File: config.mk
export PLATFORM = sky130hd
export DESIGN_NAME = ex_div_sequencer
export DESIGN_NICKNAME = d
export VERILOG_FILES = /design/src/rtl/ex_div_sequencer.sv
export SDC_FILE = /design/constraint.sdc
export NUM_CORES = 1
export LEC_CHECK = 0
export BUFFER_PORTS_ARGS = -buffer_cell sky130_fd_sc_hd__buf_4
export CELL_PAD_IN_SITES_DETAIL_PLACEMENT = 1
export CELL_PAD_IN_SITES_GLOBAL_PLACEMENT = 1
export CORE_MARGIN = 2
export CORE_UTILIZATION = 35
export DETAILED_ROUTE_END_ITERATION = 12
export PLACE_DENSITY_LB_ADDON = 0.1
export SYNTH_ARGS = -nofsm -noshare
export SYNTH_HDL_FRONTEND = slang
export SYNTH_SLANG_ARGS = --single-unit
File: constraint.sdc
create_clock -name clk -period 5.95 [get_ports clk]
set_input_delay 0.8925 -clock clk [delete_from_list [all_inputs] [get_ports clk]]
set_output_delay 0.8925 -clock clk [all_outputs]
set_load 0.02 [all_outputs]
File: src/rtl/ex_div_sequencer.sv
// ex_div_sequencer: multi-cycle radix-2 restoring divider with sequencing FSM; optional DIV_EARLY_EXIT_EN shortcut
module ex_div_sequencer #(
    parameter int DATA_WIDTH = 32,
    parameter int CNT_WIDTH  = 6
) (
    input  logic                  clk,
    input  logic                  reset,
    input  logic                  flush,
    input  logic                  div_req_valid,
    output logic                  div_req_ready,
    input  logic                  div_op_mod,
    input  logic                  div_signed,
    input  logic [DATA_WIDTH-1:0] div_src1,
    input  logic [DATA_WIDTH-1:0] div_src2,
    input  logic [4:0]            div_dest,
    output logic                  div_res_valid,
    input  logic                  div_res_ready,
    output logic [DATA_WIDTH-1:0] div_result,
    output logic [4:0]            div_res_dest,
    output logic                  div_busy
);
    typedef enum logic [1:0] {IDLE, CALC, FIX, DONE} state_t;
    localparam logic [CNT_WIDTH-1:0] LAST = CNT_WIDTH'(DATA_WIDTH - 1);
    state_t                state_q, state_d;
    logic                  mod_q, mod_d, qs_q, qs_d, rs_q, rs_d, div0_q, div0_d, skip_q, skip_d;
    logic [4:0]            dest_q, dest_d, res_dest_q, res_dest_d;
    logic [DATA_WIDTH-1:0] src1_q, src1_d, dvd_q, dvd_d, dvs_q, dvs_d, rem_q, rem_d, result_q, result_d;
    logic [CNT_WIDTH-1:0]  cnt_q, cnt_d;
    logic [DATA_WIDTH-1:0] abs1, abs2, qv, rv;
    logic [DATA_WIDTH:0]   shifted;
    logic                  ge;
    assign div_req_ready = state_q == IDLE;
    assign div_res_valid = state_q == DONE;
    assign div_busy      = state_q != IDLE;
    assign div_result    = result_q;
    assign div_res_dest  = res_dest_q;
    // next-state, restoring step and result fix-up
    always_comb begin
        state_d    = state_q;
        mod_d      = mod_q;
        qs_d       = qs_q;
        rs_d       = rs_q;
        div0_d     = div0_q;
        skip_d     = skip_q;
        dest_d     = dest_q;
        src1_d     = src1_q;
        dvd_d      = dvd_q;
        dvs_d      = dvs_q;
        rem_d      = rem_q;
        cnt_d      = cnt_q;
        result_d   = result_q;
        res_dest_d = res_dest_q;
        abs1       = (div_signed && div_src1[DATA_WIDTH-1]) ? -div_src1 : div_src1;
        abs2       = (div_signed && div_src2[DATA_WIDTH-1]) ? -div_src2 : div_src2;
        shifted    = {rem_q, dvd_q[DATA_WIDTH-1]};
        ge         = shifted >= {1'b0, dvs_q};
        qv         = qs_q ? -dvd_q : dvd_q;
        rv         = rs_q ? -rem_q : rem_q;
        case (state_q)
            IDLE: if (div_req_valid && !flush) begin
                mod_d  = div_op_mod;
                qs_d   = div_signed && (div_src1[DATA_WIDTH-1] ^ div_src2[DATA_WIDTH-1]);
                rs_d   = div_signed && div_src1[DATA_WIDTH-1];
                div0_d = div_src2 == '0;
                dest_d = div_dest;
                src1_d = div_src1;
                dvs_d  = abs2;
                dvd_d  = abs1;
                rem_d  = '0;
                cnt_d  = '0;
                skip_d = 1'b0;
`ifdef DIV_EARLY_EXIT_EN
                // quotient is already known to be zero; the remainder is the whole dividend
                if (div_src2 == '0 || abs1 < abs2) begin
                    skip_d = 1'b1;
                    dvd_d  = '0;
                    rem_d  = abs1;
                end
`endif
                state_d = CALC;
            end
            CALC: if (skip_q) state_d = FIX;
            else begin
                rem_d = ge ? shifted[DATA_WIDTH-1:0] - dvs_q : shifted[DATA_WIDTH-1:0];
                dvd_d = {dvd_q[DATA_WIDTH-2:0], ge};
                cnt_d = cnt_q + 1'b1;
                state_d = cnt_q == LAST ? FIX : CALC;
            end
            FIX: begin
                result_d   = mod_q ? (div0_q ? src1_q : rv) : (div0_q ? '1 : qv);
                res_dest_d = dest_q;
                state_d    = DONE;
            end
            default: state_d = div_res_ready ? IDLE : DONE;
        endcase
        if (flush) state_d = IDLE;
    end
    // state and datapath registers
    always_ff @(posedge clk) begin
        if (reset) begin
            state_q    <= IDLE;
            mod_q      <= 1'b0;
            qs_q       <= 1'b0;
            rs_q       <= 1'b0;
            div0_q     <= 1'b0;
            skip_q     <= 1'b0;
            dest_q     <= '0;
            src1_q     <= '0;
            dvd_q      <= '0;
            dvs_q      <= '0;
            rem_q      <= '0;
            cnt_q      <= '0;
            result_q   <= '0;
            res_dest_q <= '0;
        end else begin
            state_q    <= state_d;
            mod_q      <= mod_d;
            qs_q       <= qs_d;
            rs_q       <= rs_d;
            div0_q     <= div0_d;
            skip_q     <= skip_d;
            dest_q     <= dest_d;
            src1_q     <= src1_d;
            dvd_q      <= dvd_d;
            dvs_q      <= dvs_d;
            rem_q      <= rem_d;
            cnt_q      <= cnt_d;
            result_q   <= result_d;
            res_dest_q <= res_dest_d;
        end
    end
endmodule

## Yosys cells after proc, flatten, opt, wreduce, memory -nomap -nowiden

Cells that the tools add are included.

- Bits in registers: 182
- Output and inout bits: 40
- Word-level logic and storage cells: 56

- $add $sub $neg: 6
- Magnitude comparators: 1
- Eq/ne operators: 5
- Multiplexer cells: 18
- Bitwise logic cells: 1
- Reduce and logical (&&, ||, !) cells: 12

Operators by type and width:

| cell | count |
|---|---|
| two-way mux 32 bit | 10 |
| negation 32 bit | 4 |
| case mux 32 bit (2 select lines) | 2 |
| >= comparator 33 x 32 -> 1 bit | 1 |
| zero test 32 bit | 1 |
| subtractor 32 bit | 1 |
| case mux 6 bit (2 select lines) | 1 |
| adder 6 x 1 -> 6 bit (second input constant) | 1 |
| == test 6 x 5 -> 1 bit (second input constant) | 1 |
| two-way mux 2 bit | 3 |
| two-way mux 6 bit | 1 |
| case mux 2 bit (3 select lines) | 1 |
| == test 2 bit (second input constant) | 2 |
| logical AND 1 bit | 4 |
| AND reduction 2 bit | 2 |
| nonzero test 2 bit | 2 |
| == test 2 x 1 -> 1 bit (second input constant) | 1 |
| zero test 2 bit | 1 |
| inequality test 2 x 1 -> 1 bit (second input constant) | 1 |
| OR reduction 2 bit | 1 |
| zero test 1 bit | 1 |
| bitwise XOR 1 bit | 1 |

## Depth between registers and ports, before layout

Gate-level depths: netlist (run 1).

- Word-level depth: 4
- Depth in mapped cells: 14
- Mapped depth without buffers: 13

## Worst setup path before layout (run 1)

OpenSTA, ideal clock, no wires.

- Kind: input to register
- Start: input div_src2[8]
- End: register dvs_q[30]
- Library setup time: 0.086 ns
- Arrival: 3.041 ns
- Required time: 5.864 ns
- Slack: 2.823 ns
- Stages: 7
- Path through: or4_1 -> or3_1 -> nor4_1 -> nand2_1 -> o41ai_1 -> xor2_1 -> a211oi_1

- Cells in the longest elaborated chain, start to end: 2

Ends and longest elaborated chain:

| element | RTL line | text |
|---|---|---|
| start, declared | 14 | `input logic [DATA_WIDTH-1:0] div_src2,` |
| negation 32 bit | 54 | `abs2 = (div_signed && div_src2[DATA_WIDTH-1]) ? -div_src2 : div_src2;` |
| two-way mux 32 bit | 54 |  |
| end signal, assigned | 125 | `dvs_q <= dvs_d;` |
| end, declared | 27 | `logic [DATA_WIDTH-1:0] src1_q, src1_d, dvd_q, dvd_d, dvs_q, dvs_d, rem_q, rem_d, result_q, result_d;` |

Every way passes these cells.
A chain may end at the register's enable or synchronous reset.

## Worst setup path after layout (run 1)

- Start: register rem_q[20]
- End: register rem_q[12]

- Cells in the longest elaborated chain, start to end: 3

Ends and longest elaborated chain:

| element | RTL line | text |
|---|---|---|
| start, declared | 27 |  |
| start signal, assigned | 126 | `rem_q <= rem_d;` |
| >= comparator 33 x 32 -> 1 bit | 56 | `ge = shifted >= {1'b0, dvs_q};` |
| two-way mux 32 bit | 84 | `rem_d = ge ? shifted[DATA_WIDTH-1:0] - dvs_q : shifted[DATA_WIDTH-1:0];` |
| case mux 32 bit (2 select lines) | 59 | `case (state_q)` |

Every way passes these cells.

==> results of run 1 <==
-- logic make-up after synthesis --
logic type | after synthesis | share of synthesized area
AOI/OAI and AO/OA | 485 | 0.2672
xor gates and xnor gates | 147 | 0.1126
adders and majority gates | 38 | 0.04223
buffers and inverters | 146 | 0.05306
DFF | 182 | 0.3186
muxes | 11 | 0.009628
and+or+nand+nor | 500 | 0.1967
-- registers in the layout, indices dropped and copies added (netlist names), 5 cells and up --
name / cells
div_result: 32
dvd_q: 32
dvs_q: 32
rem_q: 32
src1_q: 32
cnt_q: 6
dest_q: 5
div_res_dest: 5
-- cells in the final DEF, fill, tap and decap left out, drive strengths merged, types with 60 or more instances in the layout --
master,count
dfxtp,182
buf,132
nor2,118
inv,61
a21oi,165
xnor2,60
nand2,239
xor2,87
o21ai,111
-- metal layers --
metal  up-vias  share of wire  global-route usage
met4         0          0.010             0.05048
met2       139           0.46              0.3867
li1       5485              -                   -
met5         -              0                   0
met1      5367           0.50              0.3354
met3        19          0.027             0.02885
-- synth_stat cells (all sizes together) (18+ instances only) --
| master | count | share of area |
|---|---|---|
| nor2 | 118 | 0.039 |
| ha | 37 | 0.040 |
| buf | 18 | 0.010 |
| a22oi | 25 | 0.016 |
| a211oi | 37 | 0.024 |
| inv | 55 | 0.018 |
| dfxtp | 182 | 0.32 |
| o31ai | 28 | 0.020 |
| nand2 | 239 | 0.078 |
| xor2 | 87 | 0.067 |
| o21ai | 111 | 0.049 |
| a21oi | 165 | 0.072 |
| nand3 | 23 | 0.010 |
| nor3 | 24 | 0.011 |
| xnor2 | 60 | 0.046 |
| clkbuf | 72 | 0.024 |
-- metrics by stage --
stage	hold slack, ps	cells	util	setup slack, ps	cell area [µm²]
final	453.3	2024	0.4075	2411	13190
after global routing	463.6	2024	0.4075	1989	13190
after CTS	453.3	2024	0.4075	2406	13190
after detailed placement	440.0	1992	0.3891	2292	12600
after global placement	431.6	1992	0.3891	2433	12600
after floorplan	431.2	1509	-	2823	11440
-- worst max-delay path by stage --
stage | start | to
6_report | rem_q[20] | rem_q[12]
5_1_grt | rem_q[11] | rem_q[10]
4_1_cts | rem_q[11] | rem_q[12]
3_5_place_dp | div_src2[8] | dvs_q[30]
3_3_place_gp | div_src2[8] | dvs_q[30]
2_1_floorplan | div_src2[8] | dvs_q[30]
-- power groups by stage --
stage                     combinational [mW]  clock [mW]  sequential, mW
final                                  0.778        1.19            1.32
after global routing                   0.874        1.27            1.32
after CTS                              0.779        1.22            1.32
after detailed placement               0.776           0            1.34
after global placement                 0.767           0            1.34
after floorplan                        0.555           0            1.32
-- cell type report --
| class | instances | area share |
|---|---|---|
| Timing Repair Buffer | 132 | 0.07511 |
| Multi-Input combinational cell | 1181 | 0.5460 |
| Sequential cell | 182 | 0.2762 |
| Inverter | 55 | 0.01565 |
| Clock buffer | 18 | 0.03253 |
| Tap cell | 442 | 0.04192 |
| Clock inverter | 14 | 0.01261 |
-- tightest hold or removal path: cells and delay by family (launching register included) --
kind,cells,cell delay [ps]
and+or+nand+nor,2,90
DFF,1,320
==> results.md, run 1 <==
- Status: completed
- Post-synth EDFFs: 0
- R2R depth: 9
- Hold Fails Final Rpt: 0
- Worst VDD drop: 200.5 µV
- Crit. End Element: flip-flop
- DRC: 0
- First-pass GRT wire length: 63.20 mm
- RSZ-0062 raised after global routing: no
- Vias per inst: 5.440
- Register area share after synthesis: 0.3186
- Die Width: ~180 µm
- Initial antenna violation count: 0
- Max incr delay on CP: 810 ps
- Leak pwr: 4.995 nW
- Filler instances: around 4,000
- Clock Skew: 15.18 ps
- Internal: around 2.2 mW
- Critical R2R Launch: rem_q[20]
- P_sw: 1.083 mW
- Hold Path Class: reg2reg
- Nets: 1,683
- WP buf/inv: 1
- CTS tree: built
- Critical Path RT: 6250 ps
- Cells after Synth: 1,509
- Worst R2R End: rem_q[12]
- Area occupied by multi-input gates: slightly above 7000 µm²
- Cts hold-fix bufs: 0
- Clock Sinks: 182
- Slew @ Worst Pin: 1155 ps
- Buffer depth of the longest clock path: 2
- Area Growth Syn to Fin: 15.36%
- GRT Overall Usage: 0.2374
- Vias post-DR: 11,010
- Synthesized Nets: 1,623
- Max H-tree Level: 4
- Hold Path End: div_result[10]
- Critical path class: reg2reg
- DP HPWL: about 29 mm
- Pwr/cell area: 249.0 nW/µm²
- Final-report max-slew violation count: 0
- Critical path, cell by cell: ha_1 -> a21oi_1 -> nor3b_1 -> a31oi_1 -> a211oi_1 -> o21a_1 -> buf_4 -> mux2i_1 -> o21ai_0
- Hold Path Cell Cnt: 2
- DRT antenna net count: 0
- Cts repair resizes: 0
- Fraction of layout cells with a size suffix above 1: 0.1207
- Synth Flop Type: dfxtp_1
- Clock root buffer master: clkbuf_16
- Largest net degree at the start of global routing: 84
- Critical path depth: 9
- Total power draw: 3.285 mW
- Number of max-cap violations: 0
- Mapped Avg Cell Area: 7.579 µm²
- Slew headroom: 0.2289
- Hold_sp: div_result[10]
- Post-CTS Setup Inserts: 0
- Critical Path AT: 3830 ps
- Die Ht: 184.8 µm
- Mapped Area: 11,440 µm²
- WL/cell: 19.54 µm
- Delay-heaviest family, CP: compound AO/OA/AOI/OAI gates
- Std-Cell Rows: 66
- Netlist cell types: 67
- Setup TNS: 0 ps
- Setup-failing EPs final: 0
- Switching Share: 0.3298
- Vias in the first global route: ~11,000
- Starting DRT DRC Count: approximately 570
- Period Utilization, post-route: 0.5948
- Worst Path Max Fanout: 27
- Crit path launch type: flip-flop
- Register area: roughly 3600 µm²
- Sequential power share: 0.401
- Gate power share: 0.237
- Antenna fix cells: 0
- Clk_lat worst skew: 450 ps
- Overall die area: around 34,000 µm²
- Initial Util: 0.3533
- Post-synth ARST share: 0
- Yosys warns: 0
- Clk network pwr share: 0.362
- GP Congestion: a little over 0.8
- 1st-pass router iterations: 5
- Post-layout minimum cycle time: ~3500 ps
- I/O Pins: roughly 120
- Grt ovf: 0
- CORE AREA: 32,370 µm²
- CTS buffer count: 17
- CTS clk-pin slew, worst paths: ~80 ps
- Number of synthesized register bits: 182
- FMAX: roughly 280 MHz
- Worst R2R Setup Slack: 2410 ps
- Wirelength, routed: 39.55 mm
- CP max stage cell: o21a_1
- IO Port Bufs: between 100 and 150
No activity file was read; power rests on OpenSTA's default activity.
==> run 2, diff against run 1 <==
ABC_AREA = 1   (was default)
clock period = 3.6 ns   (was 5.95 ns; I/O delays follow)
==> results.md, run 2 <==
- Critical Path Start: rem_q[27]
- P_sw: 2.958 mW (+170%)
- Critical path, cell by cell: ha_1 -> a21oi_1 -> nand2_1 -> a21boi_0 -> nand2_1 -> a21oi_2 -> nand2_1 -> buf_4 -> nand3_1 -> nand3_1 -> nand2_1 -> inv_1
- Clock root buffer master: clkbuf_16
- Initial Util: 0.3536 (about the same)
- Most common cell in the netlist: nand2_1
- WL/cell: 20.07 µm (+2.7%)
- Synth Flop Type: dfxtp_1
- Largest family of logic cells by synthesized area: simple AND/OR/NAND/NOR gates
- Largest net degree at the start of global routing: 71 (-15%)
- Post-synthesis mux area share: 0 (-0.009628)
- Most frequent cells in the layout: 656 x nand2_1, 381 x inv_1, 302 x nor2_1
- Sequential power share: 0.320 (-0.081)
- Crit. End Element: flip-flop
- Post-layout minimum cycle time: 3034 ps (-505.4 ps)
- Number of synthesized register bits: 182 (unchanged)
- Crit path launch type: flip-flop
- Cts repair resizes: 0 (unchanged)
- Initial antenna violation count: 0 (unchanged)
- 1st-pass router iterations: 5 (unchanged)
- WP buf/inv: 2 (+1)
- Post-synth ARST share: 0 (unchanged)
- Pwr/cell area: 430.7 nW/µm² (+73%)
- Critical Path RT: 3990 ps (-2260 ps)
- Starting DRT DRC Count: 1,281 (+120%)
- CP max stage cell: dfxtp_1
- CTS buffer count: 17 (unchanged)
- GRT Overall Usage: 0.2968 (+0.05941)
- Clk network pwr share: 0.301 (-0.061)
- IO Port Bufs: 115 (unchanged)
- Worst VDD drop: 383.1 µV (+91%)
- Register area share after synthesis: 0.2600 (-0.05865)
- Synth Area in Adders: 0.03446 (-0.007774)
- Die Ht: 204.1 µm (+10%)
- FMAX: 329.7 MHz (+17%)
- Switching Share: 0.4271 (+0.09733)
- Setup-failing EPs final: 0 (unchanged)
- DRC: 0 (unchanged)
- Vias in the first global route: 15,999 (+46%)
- Critical Path AT: 3420 ps (-410 ps)
- R2R depth: 12 (+3)
- Wirelength, routed: 61.08 mm (+54%)
- Setup TNS: 0 ps (unchanged)
- Overall die area: 41,660 µm² (+22%)
- Final core utilization: 0.4056 (-0.001952)
- Nets: 2,619 (+56%)
- Clk_lat worst skew: 490 ps (+40 ps)
- Vias per inst: 5.386 (-0.99%)
- CTS clk-pin slew, worst paths: 80 ps (about the same)
- Std-Cell Rows: 73 (+11%)
- Clock Skew: 15.40 ps (+0.2168 ps)
- DP HPWL: 48.30 mm (+69%)
- Area Growth Syn to Fin: 14.71%
- Yosys warns: 0 (unchanged)
- Max H-tree Level: 4 (unchanged)
- Critical path depth: 12 (+3)
- Period Utilization, post-route: 0.8426 (+0.2479)
- Post-CTS Setup Inserts: 0 (unchanged)
- Fraction of layout cells with a size suffix above 1: 0.07903 (-0.04170)
- Worst path most repeated cell: nand2_1
- Final-report max-slew violation count: 0 (unchanged)
- Worst Path Max Fanout: 17 (-37%)
- RSZ-0062 raised after global routing: no
- Max incr delay on CP: 620 ps (-190 ps)
- Gate power share: 0.378 (+0.141)
- Leak pwr: 8.232 nW (+65%)
- Hold Path Class: in2reg
- Die Width: 204.1 µm (+10%)
- Post-synth EDFFs: 0 (unchanged)
- Cells after Synth: 2,437 (+61%)
- Synth area leaders: dfxtp_1 26%, nand2_1 18%, inv_1 10%
- Synth Area in Compound Gates: 0.1534 (-0.1138)
- First-pass GRT wire length: 94.32 mm (+49%)
- XOR/XNOR Fraction of Synth Area: 0.03312 (-0.07946)
- Synth top area share: 0.2600 (-0.05865)
- Clock Sinks: 182 (unchanged)
- Most frequent cells after synthesis: 656 x nand2_1, 383 x inv_1, 303 x nor2_1
- CTS tree: built
- Slew @ Worst Pin: 1087 ps (-68.51 ps)
- Mapped Avg Cell Area: 5.751 µm² (-24%)
- Mapped Area: 14,020 µm² (+23%)
- I/O Pins: 116 (unchanged)
- Worst R2R End: rem_q[6]
- Internal: 3.967 mW (+80%)
- GP Congestion: 0.9767 (+17%)
- Buffer depth of the longest clock path: 2 (unchanged)
- Setup crit end: rem_q[6]
- Netlist cell types: 41 (-39%)
- Vias post-DR: 16,390 (+49%)
- Post-Synth Simple-Gate Area: 0.3859 (+0.1892)
- Hold Fails Final Rpt: 0 (unchanged)
- DRT antenna net count: 0 (unchanged)
- Delay-heaviest family, CP: compound AO/OA/AOI/OAI gates
- Filler instances: 5,508 (+37%)
- Most common cell after layout, fill and taps aside: nand2_1
- Cts hold-fix bufs: 0 (unchanged)
- Post-synth top area cell: dfxtp_1
- Worst R2R Setup Slack: 570 ps (-1840 ps)
- Synthesized Nets: 2,551 (+57%)
- Grt ovf: 0 (unchanged)
- Antenna fix cells: 0 (unchanged)
- Critical path class: reg2reg
- Slew headroom: 0.2748 (+0.04593)
- Critical R2R Launch: rem_q[27]
- Status: completed
- Number of max-cap violations: 0 (unchanged)
- CORE AREA: 39,640 µm² (+22%)
==> run 2: cell types whose count changed after synthesis, moves of 45 or more <==
cell	before	now
inv_1	55	383
nand3_1	23	224
nor2_1	117	303
xnor2_1	60	11
nand2_1	239	656
nand4_1	4	51
xor2_1	87	42
==> run 2: how the worst min path moves through the flow <==
stage / start / end / slack [ps] / cells past startpoint
floorplan: src1_q[10] / src1_q[10] / 430 / 2
global placement: src1_q[30] / src1_q[30] / 440 / 2
detailed placement: src1_q[15] / src1_q[15] / 450 / 2
CTS: flush / state_q[1] / 220 / 2
global route: flush / state_q[1] / 230 / 2
finish: flush / state_q[1] / 250 / 2
==> run 2: cell type report <==
class / count / area, µm² / share of cell area
Clock buffer: 17 / 425.4 / 0.02646
Clock inverter: 15 / 207.7 / 0.01292
Inverter: 390 / 1464 / 0.09105
Multi-Input combinational cell: 1763 / 8522 / 0.5300
Sequential cell: 182 / 3643 / 0.2266
Tap cell: 525 / 656.9 / 0.04086
Timing Repair Buffer: 151 / 1159 / 0.07206
==> run 2: worst reg2reg max path, stage by stage (launching register included) <==
cell	delay, ps
dfxtp_1	620
ha_1	400
a21oi_1	250
nand2_1	130
a21boi_0	410
nand2_1	130
a21oi_2	160
nand2_1	240
buf_4	300
nand3_1	110
nand3_1	90
nand2_1	60
inv_1	40
==> run 2: through the flow <==
step           instance area [µm²]  cells  total power, mW  hold slack, ps  worst slack (ps)
2_1_floorplan                14020   2437            3.933           429.7              1548
3_3_place_gp                 15440   3011            4.788           440.5             797.3
3_5_place_dp                 15440   3011            4.831           451.7             750.1
4_1_cts                      16080   3043            6.932           222.3             704.4
5_1_grt                      16080   3043            7.352           233.4             385.4
6_report                     16080   3043            6.925           252.2             566.5
==> run 2: layer usage <==
layer  vias up  wire length, µm  global-route usage
met2       408            25590              0.4354
met5         -                0                   0
li1       7963                -                   -
met4         0             1195             0.07557
met3        63             3399             0.04911
met1      7956            30890              0.4451
==> run 2: power by group through the flow <==
stage                     combinational (mW)  sequential [mW]  clock (mW)
after floorplan                         1.72             2.22           0
after global placement                  2.53             2.26           0
after detailed placement                2.57             2.26           0
after CTS                               2.58             2.21        2.13
after global routing                    2.92             2.23        2.21
final                                   2.62             2.22        2.09
==> run 2: cells by family (layout without fill, tap and decap cells) <==
| logic type | Yosys count | count (layout) |
|---|---|---|
| flip-flops | 182 | 182 |
| AO/OA/AOI/OAI | 377 | 377 |
| XOR/XNOR | 53 | 53 |
| AND/OR/NAND/NOR | 1295 | 1295 |
| buffers and inverters | 492 | 573 |
| adder cells (fa/ha/maj) | 38 | 38 |
